===== src/rtl/spike_pkg.sv =====
// Shared definitions for the sorter back-end: FSM states and the default sorter width.
package spike_pkg;

    typedef enum logic {
        S_INTEGRATE = 1'b0,
        S_REFRACT   = 1'b1
    } state_t;

    localparam int SORT_N = 16;
    localparam int CNT_W  = $clog2(SORT_N) + 1;

endpackage


===== src/rtl/spike_integrate_fire_therm_to_count.sv =====
// Converts a sorted thermometer vector to an active-input count and flags
// any bubble (a one sitting directly below a zero).
module therm_to_count
    import spike_pkg::*;
#(
    parameter int N = SORT_N
) (
    input  logic [N-1:0]       sorted_in,
    output logic [$clog2(N):0] count,
    output logic               bubble
);

    localparam int CW = $clog2(N) + 1;

    // Popcount over every input bit.
    always_comb begin
        count = '0;
        for (int i = 0; i < N; i++) begin
            count = count + {{(CW-1){1'b0}}, sorted_in[i]};
        end
    end

    // Scan adjacent pairs for a 0 above a 1.
    always_comb begin
        bubble = 1'b0;
        for (int i = 1; i < N; i++) begin
            if (!sorted_in[i] && sorted_in[i-1]) begin
                bubble = 1'b1;
            end else begin
                bubble = bubble;
            end
        end
    end

endmodule


===== src/rtl/spike_integrate_fire.sv =====
// Integrate-and-fire stage: accumulates sorter counts minus a leak into a
// saturating potential, spikes at threshold, then blocks input while refractory.
module spike_integrate_fire
    import spike_pkg::*;
#(
    parameter int N       = 16,
    parameter int ACC_W   = 8,
    parameter int REFRACT = 2
) (
    input  logic                  clk,
    input  logic                  reset,
    input  logic                  in_valid,
    output logic                  in_ready,
    input  logic [N-1:0]          sorted_in,
    input  logic [ACC_W-1:0]      threshold,
    input  logic [ACC_W-1:0]      leak,
    output logic                  spike_out,
    output logic [ACC_W-1:0]      potential,
    output logic [$clog2(N):0]    count_out,
    output logic                  therm_err,
    output logic [15:0]           spike_count
);

    localparam int CW    = $clog2(N) + 1;
    localparam int SUM_W = (ACC_W + 1 > CW) ? ACC_W + 1 : CW + 1;
    localparam logic [ACC_W-1:0] POT_MAX   = {ACC_W{1'b1}};
    localparam logic [3:0]       REFR_LOAD = (REFRACT > 0) ? 4'(REFRACT - 1) : 4'd0;

    state_t             state_r;
    logic [3:0]         refr_cnt_r;
    logic [CW-1:0]      count_s;
    logic               bubble_s;
    logic               accept_s;
    logic [SUM_W-1:0]   sum_s;
    logic [ACC_W-1:0]   next_s;
    logic               fire_s;

    therm_to_count #(.N(N)) u_therm_to_count (
        .sorted_in (sorted_in),
        .count     (count_s),
        .bubble    (bubble_s)
    );

    assign in_ready = (state_r == S_INTEGRATE);
    assign accept_s = in_valid && in_ready;

    // Leak is floored at zero before the result is clamped to full scale.
    always_comb begin
        sum_s = SUM_W'(potential) + SUM_W'(count_s);
        if (sum_s < SUM_W'(leak)) begin
            next_s = '0;
        end else if ((sum_s - SUM_W'(leak)) > SUM_W'(POT_MAX)) begin
            next_s = POT_MAX;
        end else begin
            next_s = ACC_W'(sum_s - SUM_W'(leak));
        end
        fire_s = (next_s >= threshold);
    end

    // Handshake FSM, refractory timer and all registered outputs.
    always_ff @(posedge clk or posedge reset) begin
        if (reset) begin
            state_r     <= S_INTEGRATE;
            refr_cnt_r  <= 4'd0;
            potential   <= '0;
            count_out   <= '0;
            spike_out   <= 1'b0;
            therm_err   <= 1'b0;
            spike_count <= 16'd0;
        end else begin
            spike_out <= 1'b0;
            case (state_r)
                S_INTEGRATE: begin
                    if (accept_s) begin
                        count_out <= count_s;
                        therm_err <= bubble_s;
                        if (fire_s) begin
                            potential   <= '0;
                            spike_out   <= 1'b1;
                            spike_count <= spike_count + 16'd1;
                            if (REFRACT > 0) begin
                                state_r    <= S_REFRACT;
                                refr_cnt_r <= REFR_LOAD;
                            end else begin
                                state_r <= S_INTEGRATE;
                            end
                        end else begin
                            potential <= next_s;
                        end
                    end else begin
                        potential <= potential;
                    end
                end
                S_REFRACT: begin
                    if (refr_cnt_r == 4'd0) begin
                        state_r <= S_INTEGRATE;
                    end else begin
                        refr_cnt_r <= refr_cnt_r - 4'd1;
                    end
                end
                default: begin
                    state_r    <= S_INTEGRATE;
                    refr_cnt_r <= 4'd0;
                end
            endcase
        end
    end

endmodule


===== config.mk =====
export PLATFORM = sky130hd
export DESIGN_NAME = spike_integrate_fire
export DESIGN_NICKNAME = d
export VERILOG_FILES = /design/src/rtl/spike_pkg.sv /design/src/rtl/spike_integrate_fire_therm_to_count.sv /design/src/rtl/spike_integrate_fire.sv
export SDC_FILE = /design/constraint.sdc
export NUM_CORES = 1
export LEC_CHECK = 0
export CAP_MARGIN = 20
export CORE_AREA = 4 4 83 100
export DETAILED_ROUTE_END_ITERATION = 10
export DIE_AREA = 0 0 87 104
export GPL_TIMING_DRIVEN = 0
export MAX_ROUTING_LAYER = met4
export PLACE_DENSITY = 0.65
export RECOVER_POWER = 100
export SETUP_SLACK_MARGIN = 0.15
export SYNTH_ARGS = -nofsm -noshare
export SYNTH_HDL_FRONTEND = slang
export SYNTH_SLANG_ARGS = --single-unit
export TNS_END_PERCENT = 1

===== constraint.sdc =====
create_clock -name clk -period 11.7 [get_ports clk]
set_input_delay 1.17 -clock clk [delete_from_list [all_inputs] [get_ports clk]]
set_output_delay 1.17 -clock clk [all_outputs]
set_load 0.01 [all_outputs]

==> results.toml <==
[synthesis]
ys_types = 44
ys_ff_latch = 36
syn_inst = 308
yosysTopAreaCellShare_pct = 31.6
synth_edf_count = 0
synth-warning-count = 0
synth.avg_cell_area_um2 = 9.24
netlist_area_um2 = 2850
ys_top_cells_by_area = "dfrtp_1, ha_1, fa_1"
synth_seq_area_share_pct = 31.6
ys.flop_type = "dfrtp_1"
synthArstFlopShare_pct = 100
synth_top_area_cell = "dfrtp_1"
syn-num-nets = 384

[clock_tree]
cts_inserted_buffers = 5
post_cts_buffers = 0
postCtsResizedCells = 0
cts_tree = "done"
clkSinkCount = 36
clk_latency_ps = 290
htree_levels = 2
ctsHoldBuffers = 0
cts_max_path_buffers = 2
cts_root_buffer = "clkbuf_8"
clkTransAtPathRegs_ps = 80

[global_route]
antenna_found_initial = 0
grt_pass1_wl_um = 10600
track_usage_pct = 14.7
grt_pass1_vias = 2351
grt_max_degree = 25
grt_overflow = 0

[min_path]
min_path_type = "reg2reg"
hold_start = "spike_count[15]$_DFFE_PP0P_"
worstHoldEndpoint = "spike_count[15]$_DFFE_PP0P_"
hold-path-cell-count = 1

[worst_setup_path]
ff2ff_path_depth = 20
critPathMaxFanout = 10
start_kind = "input pin"
path_common_cell = "fa_1"
reg2reg_slack_ps = 6820
cpMaxStageDelayCell = "dlygate4sd3_1"
critPathCaptureType = "flop"
reg2reg_to = "spike_count[1]$_DFFE_PP0P_"
setup.worst_path.class = "in2reg"
required_ps = 11870
critPathMaxStageDelay_ps = 570
arrival_ps = 9310
r2r_start = "potential[1]$_DFFE_PP0P_"

[timing]
hold_viol = 0
tightestPinTransition_ps = 1290
layout_setup_ws_ps = 2570
report.final.slew_viol_count = 0
fmax_mhz = 109
finalSetupViolCount = 0
skew_ps = 5.43
final.min_clock_period_ps = 9130
slew_headroom_pct = 13.9
whs_ps = 467
fin_setup_tns_ps = 0
fin_crit_sh_pct = 78.1
rsz0062_at_grt = "false"

[placement]
gp_congestion = 0.847
dpl_cell_area_um2 = 3650
dp_hpwl_um = 5210
portBuffers = 66
place_ws_ps = 2550

[die]
die_area_um2 = 9050
core_um2 = 7270
num_rows = 34
fp.dieH_um = 104
dieWidth_um = 87
pin_count = 67
start_util_pct = 39.1

[route]
routed_via_density = 4.92
num_vias = 2328
firstDrtPassIters = 4
drc = 0
ant_nets = 0
drt_wl_total_um = 6150
drtIter0Drc = 39
wire_per_inst_um = 13.0

[finish]
nets = 458
area_growth_pct = 32.4
n_antenna_cell = 0
drive_above_1_share_pct = 4.70
design_area_um2 = 3770

[power]
p_switching_uw = 400
comb_power_share_pct = 64.5
seqPwrFrac_pct = 19.4
power.internal_uw = 549
pwr-share-clk_pct = 16.1
vdd_drop_max_mv = 0.271
power_density_nw_per_um2 = 252
swShare_pct = 42.2
power.leakage_uw = 0.00190

[run_status]
status = "completed"

[run]
drv_cap = 0
-- cells by family (layout without fill, tap and decap cells) --
family	Yosys count	after routing	synth area share (%)
simple gates	87	87	16.0
compound gates	59	59	13.8
buf+inv	53	128	7.16
fa+ha+maj	41	41	21.2
flops	36	36	31.6
xor+xnor	28	28	8.62
mux	4	4	1.58
-- layout by cell type, fill, tap and decap left out, types with 2 or more instances in the layout --
cell type / netlist / layout
bufinv_16: 0 / 3
o21a_1: 5 / 5
clkdlybuf4s50_1: 0 / 32
ha_1: 29 / 29
xnor2_1: 21 / 21
inv_1: 47 / 47
o21ai_0: 14 / 17
and4_1: 3 / 3
a21o_1: 3 / 3
a21oi_1: 15 / 15
nor4_1: 2 / 2
dfrtp_1: 36 / 36
dlygate4sd3_1: 0 / 34
and2_1: 4 / 4
o31ai_1: 2 / 2
clkbuf_1: 2 / 6
a22o_1: 4 / 4
nand4_1: 6 / 6
o21bai_1: 2 / 2
xor2_1: 7 / 7
and3_1: 6 / 6
mux2_2: 4 / 4
nor3_1: 4 / 5
nand3_1: 6 / 6
nand2b_1: 2 / 2
nor2b_1: 3 / 3
fa_1: 12 / 12
clkbuf_8: 0 / 5
nand2_1: 26 / 26
o21ai_1: 5 / 2
nor2_1: 18 / 18
-- per-layer routing --
metal	GRT usage [%]	wire length, um
met1	18.0	2650
met3	1.98	218
met5	-	0
met2	24.9	3220
met4	4.01	61
-- Yosys cell counts, types with 2 or more instances --
library cell / count
a21o_1: 3
a21oi_1: 15
a22o_1: 4
and2_1: 4
and3_1: 6
and4_1: 3
buf_2: 4
clkbuf_1: 2
dfrtp_1: 36
fa_1: 12
ha_1: 29
inv_1: 47
mux2_2: 4
nand2_1: 26
nand2b_1: 2
nand3_1: 6
nand4_1: 6
nor2_1: 18
nor2b_1: 3
nor3_1: 4
nor4_1: 2
o21a_1: 5
o21ai_0: 14
o21ai_1: 5
o21bai_1: 2
o31ai_1: 2
xnor2_1: 21
xor2_1: 7
-- sequential cells by signal, indices dropped and copies added, names as in the netlist --
signal and count:
potential 8, therm_err 1, refr_cnt_r 4, spike_out 1
count_out 5, spike_count 16, state_r 1
-- stage by stage --
stage                     util (%)  total power [uW]  instances
after floorplan                  -               654        308
after global placement        49.8               805        464
after detailed placement      50.1               820        465
after CTS                     52.3               979        473
after global routing          51.8              1060        473
final                         51.8               950        473
-- power by group through the flow --
stage                     registers (uW)  logic (uW)  clock network, uW
after global routing                 190         706                161
after floorplan                      191         463                  0
final                                184         613                153
after detailed placement             187         633                  0
after global placement               187         619                  0
after CTS                            186         637                156
-- critical path, delay by kind of cell --
kind / cells / cell delay [ps]
adder cells (fa/ha/maj): 10 / 4110
buffers and inverters: 4 / 1060
multiplexers: 1 / 380
AO/OA/AOI/OAI: 10 / 1780
AND/OR/NAND/NOR: 3 / 450
XOR/XNOR: 2 / 330
-- worst max path at each step --
stage / cells past startpoint / slack [ps] / end / startpoint
floorplan: 30 / 3670 / spike_count[1]$_DFFE_PP0P_ / sorted_in[0]
global placement: 30 / 2610 / spike_count[1]$_DFFE_PP0P_ / sorted_in[1]
detailed placement: 29 / 2550 / spike_count[1]$_DFFE_PP0P_ / sorted_in[1]
CTS: 29 / 2840 / spike_count[1]$_DFFE_PP0P_ / sorted_in[1]
global route: 31 / 1990 / spike_count[9]$_DFFE_PP0P_ / sorted_in[1]
finish: 30 / 2570 / spike_count[1]$_DFFE_PP0P_ / sorted_in[1]
-- layout make-up --
cell class                 instances  area, um^2
clock inverter                     3        90.1
multi-input combinational        219        1730
sequential                        36         901
clock buffer                       5        68.8
fill                             694        3510
buffer                             6        23.8
tap                               90         113
inverter                          47         176
timing repair buffer              67         664
No activity file was read; power rests on OpenSTA's default activity.
